<file path="src/rtl/dmux4way16_router_pkg.sv">
// Shared channel encoding for the 1-to-4 registered demultiplexer.
// Optional per-channel transfer counters are enabled by defining DMUX_COUNT_EN.
package dmux_pkg;
    localparam logic [1:0] SEL_A  = 2'b00;
    localparam logic [1:0] SEL_B  = 2'b01;
    localparam logic [1:0] SEL_C  = 2'b10;
    localparam logic [1:0] SEL_D  = 2'b11;
    localparam int         NUM_CH = 4;

    typedef logic [1:0] dmux_sel_t;
endpackage

</file>
<file path="src/rtl/dmux4way16_router_chan_reg.sv">
// One-entry output register slice for a single router channel.
// With DMUX_COUNT_EN defined it also counts delivered words (wrapping).
module dmux_chan_reg #(
    parameter int WIDTH = 16
`ifdef DMUX_COUNT_EN
    , parameter int CNT_W = 8
`endif
) (
    input  logic             clk,
    input  logic             reset,
    input  logic             wr_en,
    input  logic [WIDTH-1:0] wr_data,
    output logic             valid,
    input  logic             ready,
    output logic [WIDTH-1:0] data
`ifdef DMUX_COUNT_EN
    , output logic [CNT_W-1:0] cnt
`endif
);
    // A write wins over a drain, so a same-cycle drain and refill keeps valid high.
    always_ff @(posedge clk) begin
        if (reset) begin
            valid <= 1'b0;
            data  <= '0;
        end else if (wr_en) begin
            valid <= 1'b1;
            data  <= wr_data;
        end else if (valid && ready) begin
            valid <= 1'b0;
        end
    end

`ifdef DMUX_COUNT_EN
    always_ff @(posedge clk) begin
        if (reset) begin
            cnt <= '0;
        end else if (valid && ready) begin
            cnt <= cnt + 1'b1;
        end
    end
`endif
endmodule

</file>
<file path="src/rtl/dmux4way16_router.sv">
// Registered 1-to-4 demultiplexer routing one input stream to channels a..d.
// Define DMUX_COUNT_EN to add per-channel delivered-word counters cnt_a..cnt_d.
module dmux4way16_router
    import dmux_pkg::*;
#(
    parameter int WIDTH = 16
`ifdef DMUX_COUNT_EN
    , parameter int CNT_W = 8
`endif
) (
    input  logic             clk,
    input  logic             reset,
    input  logic [WIDTH-1:0] in_data,
    input  logic [1:0]       in_sel,
    input  logic             in_valid,
    output logic             in_ready,
    output logic [WIDTH-1:0] a_data,
    output logic             a_valid,
    input  logic             a_ready,
    output logic [WIDTH-1:0] b_data,
    output logic             b_valid,
    input  logic             b_ready,
    output logic [WIDTH-1:0] c_data,
    output logic             c_valid,
    input  logic             c_ready,
    output logic [WIDTH-1:0] d_data,
    output logic             d_valid,
    input  logic             d_ready
`ifdef DMUX_COUNT_EN
    , output logic [CNT_W-1:0] cnt_a
    , output logic [CNT_W-1:0] cnt_b
    , output logic [CNT_W-1:0] cnt_c
    , output logic [CNT_W-1:0] cnt_d
`endif
);
    dmux_sel_t         sel;
    logic              accept;
    logic [NUM_CH-1:0] full;
    logic [NUM_CH-1:0] rdy;
    logic [NUM_CH-1:0] wr_en;
    logic [WIDTH-1:0]  ch_data [NUM_CH];
`ifdef DMUX_COUNT_EN
    logic [CNT_W-1:0]  ch_cnt  [NUM_CH];
`endif

    assign sel    = in_sel;
    assign rdy    = {d_ready, c_ready, b_ready, a_ready};
    // Only the selected channel gates the input; other channels never stall it.
    assign in_ready = ~full[sel] | rdy[sel];
    assign accept   = in_valid & in_ready;

    always_comb begin
        wr_en = '0;
        case (sel)
            SEL_A:   wr_en[0] = accept;
            SEL_B:   wr_en[1] = accept;
            SEL_C:   wr_en[2] = accept;
            SEL_D:   wr_en[3] = accept;
            default: wr_en    = '0;
        endcase
    end

    for (genvar g = 0; g < NUM_CH; g++) begin : g_chan
        dmux_chan_reg #(
            .WIDTH (WIDTH)
`ifdef DMUX_COUNT_EN
            , .CNT_W (CNT_W)
`endif
        ) u_chan (
            .clk     (clk),
            .reset   (reset),
            .wr_en   (wr_en[g]),
            .wr_data (in_data),
            .valid   (full[g]),
            .ready   (rdy[g]),
            .data    (ch_data[g])
`ifdef DMUX_COUNT_EN
            , .cnt   (ch_cnt[g])
`endif
        );
    end

    assign a_valid = full[0];
    assign b_valid = full[1];
    assign c_valid = full[2];
    assign d_valid = full[3];
    assign a_data  = ch_data[0];
    assign b_data  = ch_data[1];
    assign c_data  = ch_data[2];
    assign d_data  = ch_data[3];
`ifdef DMUX_COUNT_EN
    assign cnt_a   = ch_cnt[0];
    assign cnt_b   = ch_cnt[1];
    assign cnt_c   = ch_cnt[2];
    assign cnt_d   = ch_cnt[3];
`endif
endmodule

</file>
<file path="config.mk">
export PLATFORM = sky130hd
export DESIGN_NAME = dmux4way16_router
export DESIGN_NICKNAME = d
export VERILOG_FILES = /design/src/rtl/dmux4way16_router_pkg.sv /design/src/rtl/dmux4way16_router_chan_reg.sv /design/src/rtl/dmux4way16_router.sv
export SDC_FILE = /design/constraint.sdc
export NUM_CORES = 1
export LEC_CHECK = 0
export ABC_CLOCK_PERIOD_IN_PS = 2200
export CAP_MARGIN = 20
export CORE_ASPECT_RATIO = 1.5
export CORE_UTILIZATION = 35
export DETAILED_ROUTE_END_ITERATION = 10
export GPL_TIMING_DRIVEN = 0
export SKIP_CTS_REPAIR_TIMING = 1
export SLEW_MARGIN = 20
export SYNTH_ARGS = -nofsm -noshare
export SYNTH_HDL_FRONTEND = slang
export SYNTH_SLANG_ARGS = --single-unit
</file>
<file path="constraint.sdc">
create_clock -name clk -period 2.2 [get_ports clk]
set_input_delay 0.44 -clock clk [delete_from_list [all_inputs] [get_ports clk]]
set_output_delay 0.44 -clock clk [all_outputs]
set_load 0.01 [all_outputs]
</file>
-- Yosys cells after proc, flatten, opt, wreduce, memory -nomap -nowiden
Index checks and enable logic that the tools add are counted.
- flip-flop bits (word level): 68
- memory bits (read-only): 0
- RAM bits: 0
- word-level logic and storage cells: 40
- memories kept: 0
- bits of input ports: 25
- output and inout port bits: 69
- bits in latches: 0
- bitwise operators: 3
- $add $sub $neg: 0
- multiply operators: 0
- mux-type cells: 16
- order comparisons: 1
- equal/unequal tests: 3
- reductions and logical operators: 9
- shifts and indexed selects: 0
- divide/modulo/power cells: 0
- operators with widths (operator ; count):
    $mux W1 ; 14
    $reduce_bool A2 Y1 ; 4
    $bmux W1 S2 ; 2
    $eq A2 B2 Y1 const B ; 2
    $logic_and A1 B1 Y1 ; 4
    $lt A2 B3 Y1 const B ; 1
    $eq A2 B1 Y1 const B ; 1
    $logic_not A2 Y1 ; 1
    $and A1 B1 Y1 ; 1
    $not A1 Y1 ; 1
    $or A1 B1 Y1 ; 1

-- Depth between registers and ports, before layout
- depth in word-level cells: 7
- depth in mapped cells: 5
- mapped depth without buffers: 3

-- By module
From an unflattened synthesis, not the netlist that was laid out.
- cells, all modules: 233
- area, all modules: 2568.7 um2
- by module, submodules not included (module ; cells each ; times used ; area an instance (um2) ; seq. area each (um2)):
    dmux_chan_reg ; 56 ; 4 ; 616.8 ; 340.3
    dmux4way16_router ; 9 ; 1 ; 101.3 ; 0.0

-- Least setup slack after synthesis
Ideal clock, no wire load.
- kind: input to output
- from: input port c_ready
- to: output port in_ready
- path slack: 0.664 ns
- buffers on the path: 0
- arrival: 1.096 ns
- stages: 2
- required time: 1.760 ns
- path through: nand2b_1 mux4_2
- longest elaborated chain between the ends: 3
- RTL lines (item ; RTL line ; text):
    start: declaration ; dmux4way16_router.sv:25 ; input logic c_ready,
    $bmux W1 S2 ; dmux4way16_router.sv:49 ; assign in_ready = ~full[sel] | rdy[sel];
    $mux W1 (not written as such) ; dmux4way16_router.sv:49 ;
    $or A1 B1 Y1 ; dmux4way16_router.sv:49 ;
    end: declaration ; dmux4way16_router.sv:16 ; output logic in_ready,
No other way between the ends. The select of a mux whose other input is x is not followed.

-- Worst setup path after layout
Same ends and word-level chain as after synthesis.

==> results by stage <==
Timing:
- The tightest hold margin is 0.4718 ns.
- The number of hold-slack violations in the final timing report is 0.
- The number of max-slew violations in the final report came to 0.
- The worst slew margin relative to its limit is 65.03%.
- Setup repair after global routing left no endpoint under its margin.
- For the final database, setup skew stands at 0.005595 ns.
- Based on the critical path, the design can be clocked at up to 0.4682 GHz.
- The total negative slack is 0 ns.
- The final cycle utilization of the critical path is 97.08%.
- For the finished layout, the period the worst path requires is 2.136 ns.
- Setup slack closes at 0.06434 ns.
- At the pin with the least slew margin, the transition time is 0.5246 ns.
- The number of endpoints failing setup at the final stage is 0.

Drt:
- The detailed-route via count is 2,036.
- The count of antenna-violating nets left after detailed routing is 0.
- The first detailed-routing pass ran for 4 iterations.
- The post-detailed-route wirelength per cell is 15.23 um.
- The detailed router finished its first iteration with 68 violations.
- The remaining routing DRC violations is 0.
- The final routed wirelength across all metal layers is 6.898 mm.
- After detailed routing, the number of vias per cell comes to 4.494.

Synthesis:
- The largest area contributor in the netlist is sky130_fd_sc_hd__dfxtp_1.
- Synthesis handed over a netlist of 246 instances.
- By area the synthesized netlist is led by sky130_fd_sc_hd__dfxtp_1 (50%), sky130_fd_sc_hd__mux2i_1 (23%), sky130_fd_sc_hd__nand2b_1 (19%), sky130_fd_sc_hd__clkbuf_1 (1.2%), sky130_fd_sc_hd__buf_6 (1.2%).
- The fraction of the mapped netlist area in compound gates is 0.7299%.
- The count of cell types in the netlist is 17.
- The count of synthesis-stage warnings from yosys is 0.
- The post-synth net total is 271.
- After synthesis, the share of cell area in mux cells is 24.18%.
- Sequential elements use 49.64% of the synthesized area.
- The main combinational cell family by area after synthesis is multiplexers.
- The fraction of the mapped netlist area in simple logic gates is 22.08%.
- Summing the areas of all fa, ha and maj instances in the mapped netlist gives 0% of the synthesized area.
- The cell area after technology mapping is 2743 sq um.
- Summing the areas of all xor and xnor instances in the mapped netlist gives 0% of the synthesized area.
- The synthesized flop and latch total is 68.
- The share of synthesized area in the top cell type comes to 49.64%.
- The mean area per synthesized cell is 11.15 sq um.

Power and ir drop:
- The proportion of power drawn by flip-flops and latches is 44.3%.
- The leakage power is 0.001699 uW.
- In this run the power density over the cells is 723.6 nW/um^2.
- The part of the total power dissipated in the clock network is 44.9%.
- Across the VDD grid, the largest voltage drop is 503.6 uV.
- Internal power comes to 2302 uW.
- The net load switching power is 636.3 uW.
- The net switching fraction of the power is 21.65%.
- In this run, the combinational gates consume 10.9% of the power.
- The total power consumption of the routed design is 2939 uW.

Clock network:
- TritonCTS built the clock tree.
- The clock latency on the worst-skew pair is 0.32 ns.
- The level count of the clock H-tree is 3.
- In this run the clock root is driven by a sky130_fd_sc_hd__clkbuf_16.
- The clock transition at the register clock pins on the worst setup and hold paths after CTS is 0.05 ns.
- The number of buffers added by the clock tree synthesis step is 9.
- The tree built by TritonCTS fans out to 68 sinks.
- The maximum number of buffers from clock root to sink is 2.

Global routing:
- The pin count of the biggest net entering global routing is 11.
- The most utilized layer in the global route result is met2.
- For this run, global-route usage on met1 was measured as 20.43%.
- The first global-routing pass estimated 10.56 mm of wire.
- The residual overflow from global routing is 0.
- The number of antenna violations at the first check in global routing was 0.
- The number of global-route vias before repair is 2,068.
- The met2 track utilization from global routing is 29.88%.
- In the global route stage, met3 resource usage came out at 5.292%.
- The overall routing resource usage is 17.48%.

Finish:
- For this run, the post-layout net count is 373.
- Measured on the finished design, the core utilization comes to 53.35%.
- The top cell types in the final layout, fill and taps aside, are sky130_fd_sc_hd__clkdlybuf4s50_1 (90), sky130_fd_sc_hd__nand2b_1 (84), sky130_fd_sc_hd__dfxtp_1 (68), sky130_fd_sc_hd__mux2i_1 (64), sky130_fd_sc_hd__clkbuf_1 (10).
- The fraction of final layout cells with drive strength greater than 1 is 6.838%.
- The library cell used most frequently in the layout, excluding fill and tap cells, is sky130_fd_sc_hd__clkdlybuf4s50_1.
- The final antenna diode count is 0.
- The area overhead of the layout relative to synthesis is 48.08%.

Floorplan:
- The height of the die is 110.4 um.
- The floorplan step defined a die boundary enclosing 8201 sq um.
- The core region is 7612 sq um.
- The starting density of the core is 36.03%.
- Measured along the x axis, the die boundary spans 74.28 um.
- The count of boundary I/O pins is 94.
- The cell row count is 39.

Worst hold path:
- The worst hold endpoint is g_chan[0].u_chan.data[2].
- In this run the worst hold path is classified as reg2reg.
- The startpoint of the most critical hold path is g_chan[0].u_chan.data[2].
- The worst hold path passes through 2 cells.

Setup path:
- The worst setup path is launched from an input port.
- The category of the most critical setup path is in2out.
- The highest net fanout along the worst path is 4.
- The setup check on the worst reg-to-reg path leaves a slack of 0.82 ns.
- Measured in cells, the most critical reg-to-reg path has a length of 5.
- The beginning of the worst register-to-register path is g_chan[3].u_chan.valid.
- STA puts the critical path data arrival time at 1.70 ns.
- The reg-to-reg critical path endpoint is g_chan[3].u_chan.data[11].
- Data on the critical path is required at its endpoint by 1.76 ns.
- STA classifies the critical path endpoint as a primary output.

Placement:
- At the end of routability-driven placement, the weighted congestion stood at 0.7051.
- The HPWL after detailed placement is 4.970 mm.
- The quantity of I/O buffers inserted on ports is 91.
- Before CTS, the worst setup slack after placement is -0.2414 ns.

Status:
- The run finished with clean final reports.

Job:
- The number of maximum-capacitance constraint violations is 0.
==> flip-flops by register name (all words and copies together) (netlist names) <==
signal / flops
g_chan.u_chan.data: 64
g_chan.u_chan.valid: 4
==> cells by family (layout without fill, tap and decap cells) <==
| group | Yosys count | in the layout |
|---|---|---|
| simple gates | 93 | 93 |
| compound gates | 4 | 4 |
| mux | 65 | 65 |
| buf+inv | 16 | 121 |
| flops | 68 | 68 |
==> cells in the mapped netlist <==
master / number
sky130_fd_sc_hd__dfxtp_1: 68
sky130_fd_sc_hd__or3_1: 1
sky130_fd_sc_hd__nand2b_4: 1
sky130_fd_sc_hd__nand4b_1: 1
sky130_fd_sc_hd__mux2i_1: 64
sky130_fd_sc_hd__nor3_4: 1
sky130_fd_sc_hd__buf_2: 2
sky130_fd_sc_hd__and3_1: 1
sky130_fd_sc_hd__nor2b_1: 2
sky130_fd_sc_hd__nand4_1: 1
sky130_fd_sc_hd__nand3_2: 1
sky130_fd_sc_hd__buf_4: 2
sky130_fd_sc_hd__mux4_2: 1
sky130_fd_sc_hd__clkbuf_1: 9
sky130_fd_sc_hd__a21oi_1: 4
sky130_fd_sc_hd__nand2b_1: 84
sky130_fd_sc_hd__buf_6: 3
==> through the flow <==
stage                     cells  instance area (sq um)
after global routing        453                   4061
after detailed placement    439                   3781
after floorplan             246                   2743
after CTS                   453                   4059
after global placement      439                   3781
final                       453                   4061
==> power groups by stage <==
stage                     sequential (uW)  combinational [uW]  clock, uW
final                                1300                 319       1320
after global routing                 1300                 344       1410
after CTS                            1300                 326       1350
after detailed placement             1330                 325          0
after global placement               1330                 323          0
after floorplan                      1340                 134          0
==> metal layers <==
| layer | share of wire [%] | wire length [um] |
|---|---|---|
| met5 | 0 | 0 |
| met4 | 1.1 | 76 |
| met3 | 5.3 | 366 |
| met2 | 51 | 3549 |
| met1 | 42 | 2906 |
==> worst max-delay path, cell delays in order <==
cell and delay [ns]:
sky130_fd_sc_hd__clkdlybuf4s50_1 0.39, sky130_fd_sc_hd__nand2b_1 0.21, sky130_fd_sc_hd__mux4_2 0.47, sky130_fd_sc_hd__dlymetal6s2s_1 0.19
==> layout make-up <==
cell class | instances | area, sq um
buffer | 16 | 92.59
clock buffer | 13 | 270.3
clock inverter | 1 | 7.507
fill | 730 | 3551
multi-input combinational | 162 | 1289
sequential | 68 | 1361
tap | 102 | 127.6
timing repair buffer | 91 | 913.4
==> worst max path at each step <==
stage | from | to | slack [ns] | depth (start not counted)
final | c_ready | in_ready | 0.06 | 4
after global routing | c_ready | in_ready | 0.02 | 4
after CTS | c_ready | in_ready | -0.24 | 4
after detailed placement | c_ready | in_ready | -0.24 | 4
after global placement | c_ready | in_ready | -0.24 | 4
after floorplan | c_ready | in_ready | 0.66 | 2
No activity file was read; power rests on OpenSTA's default activity.
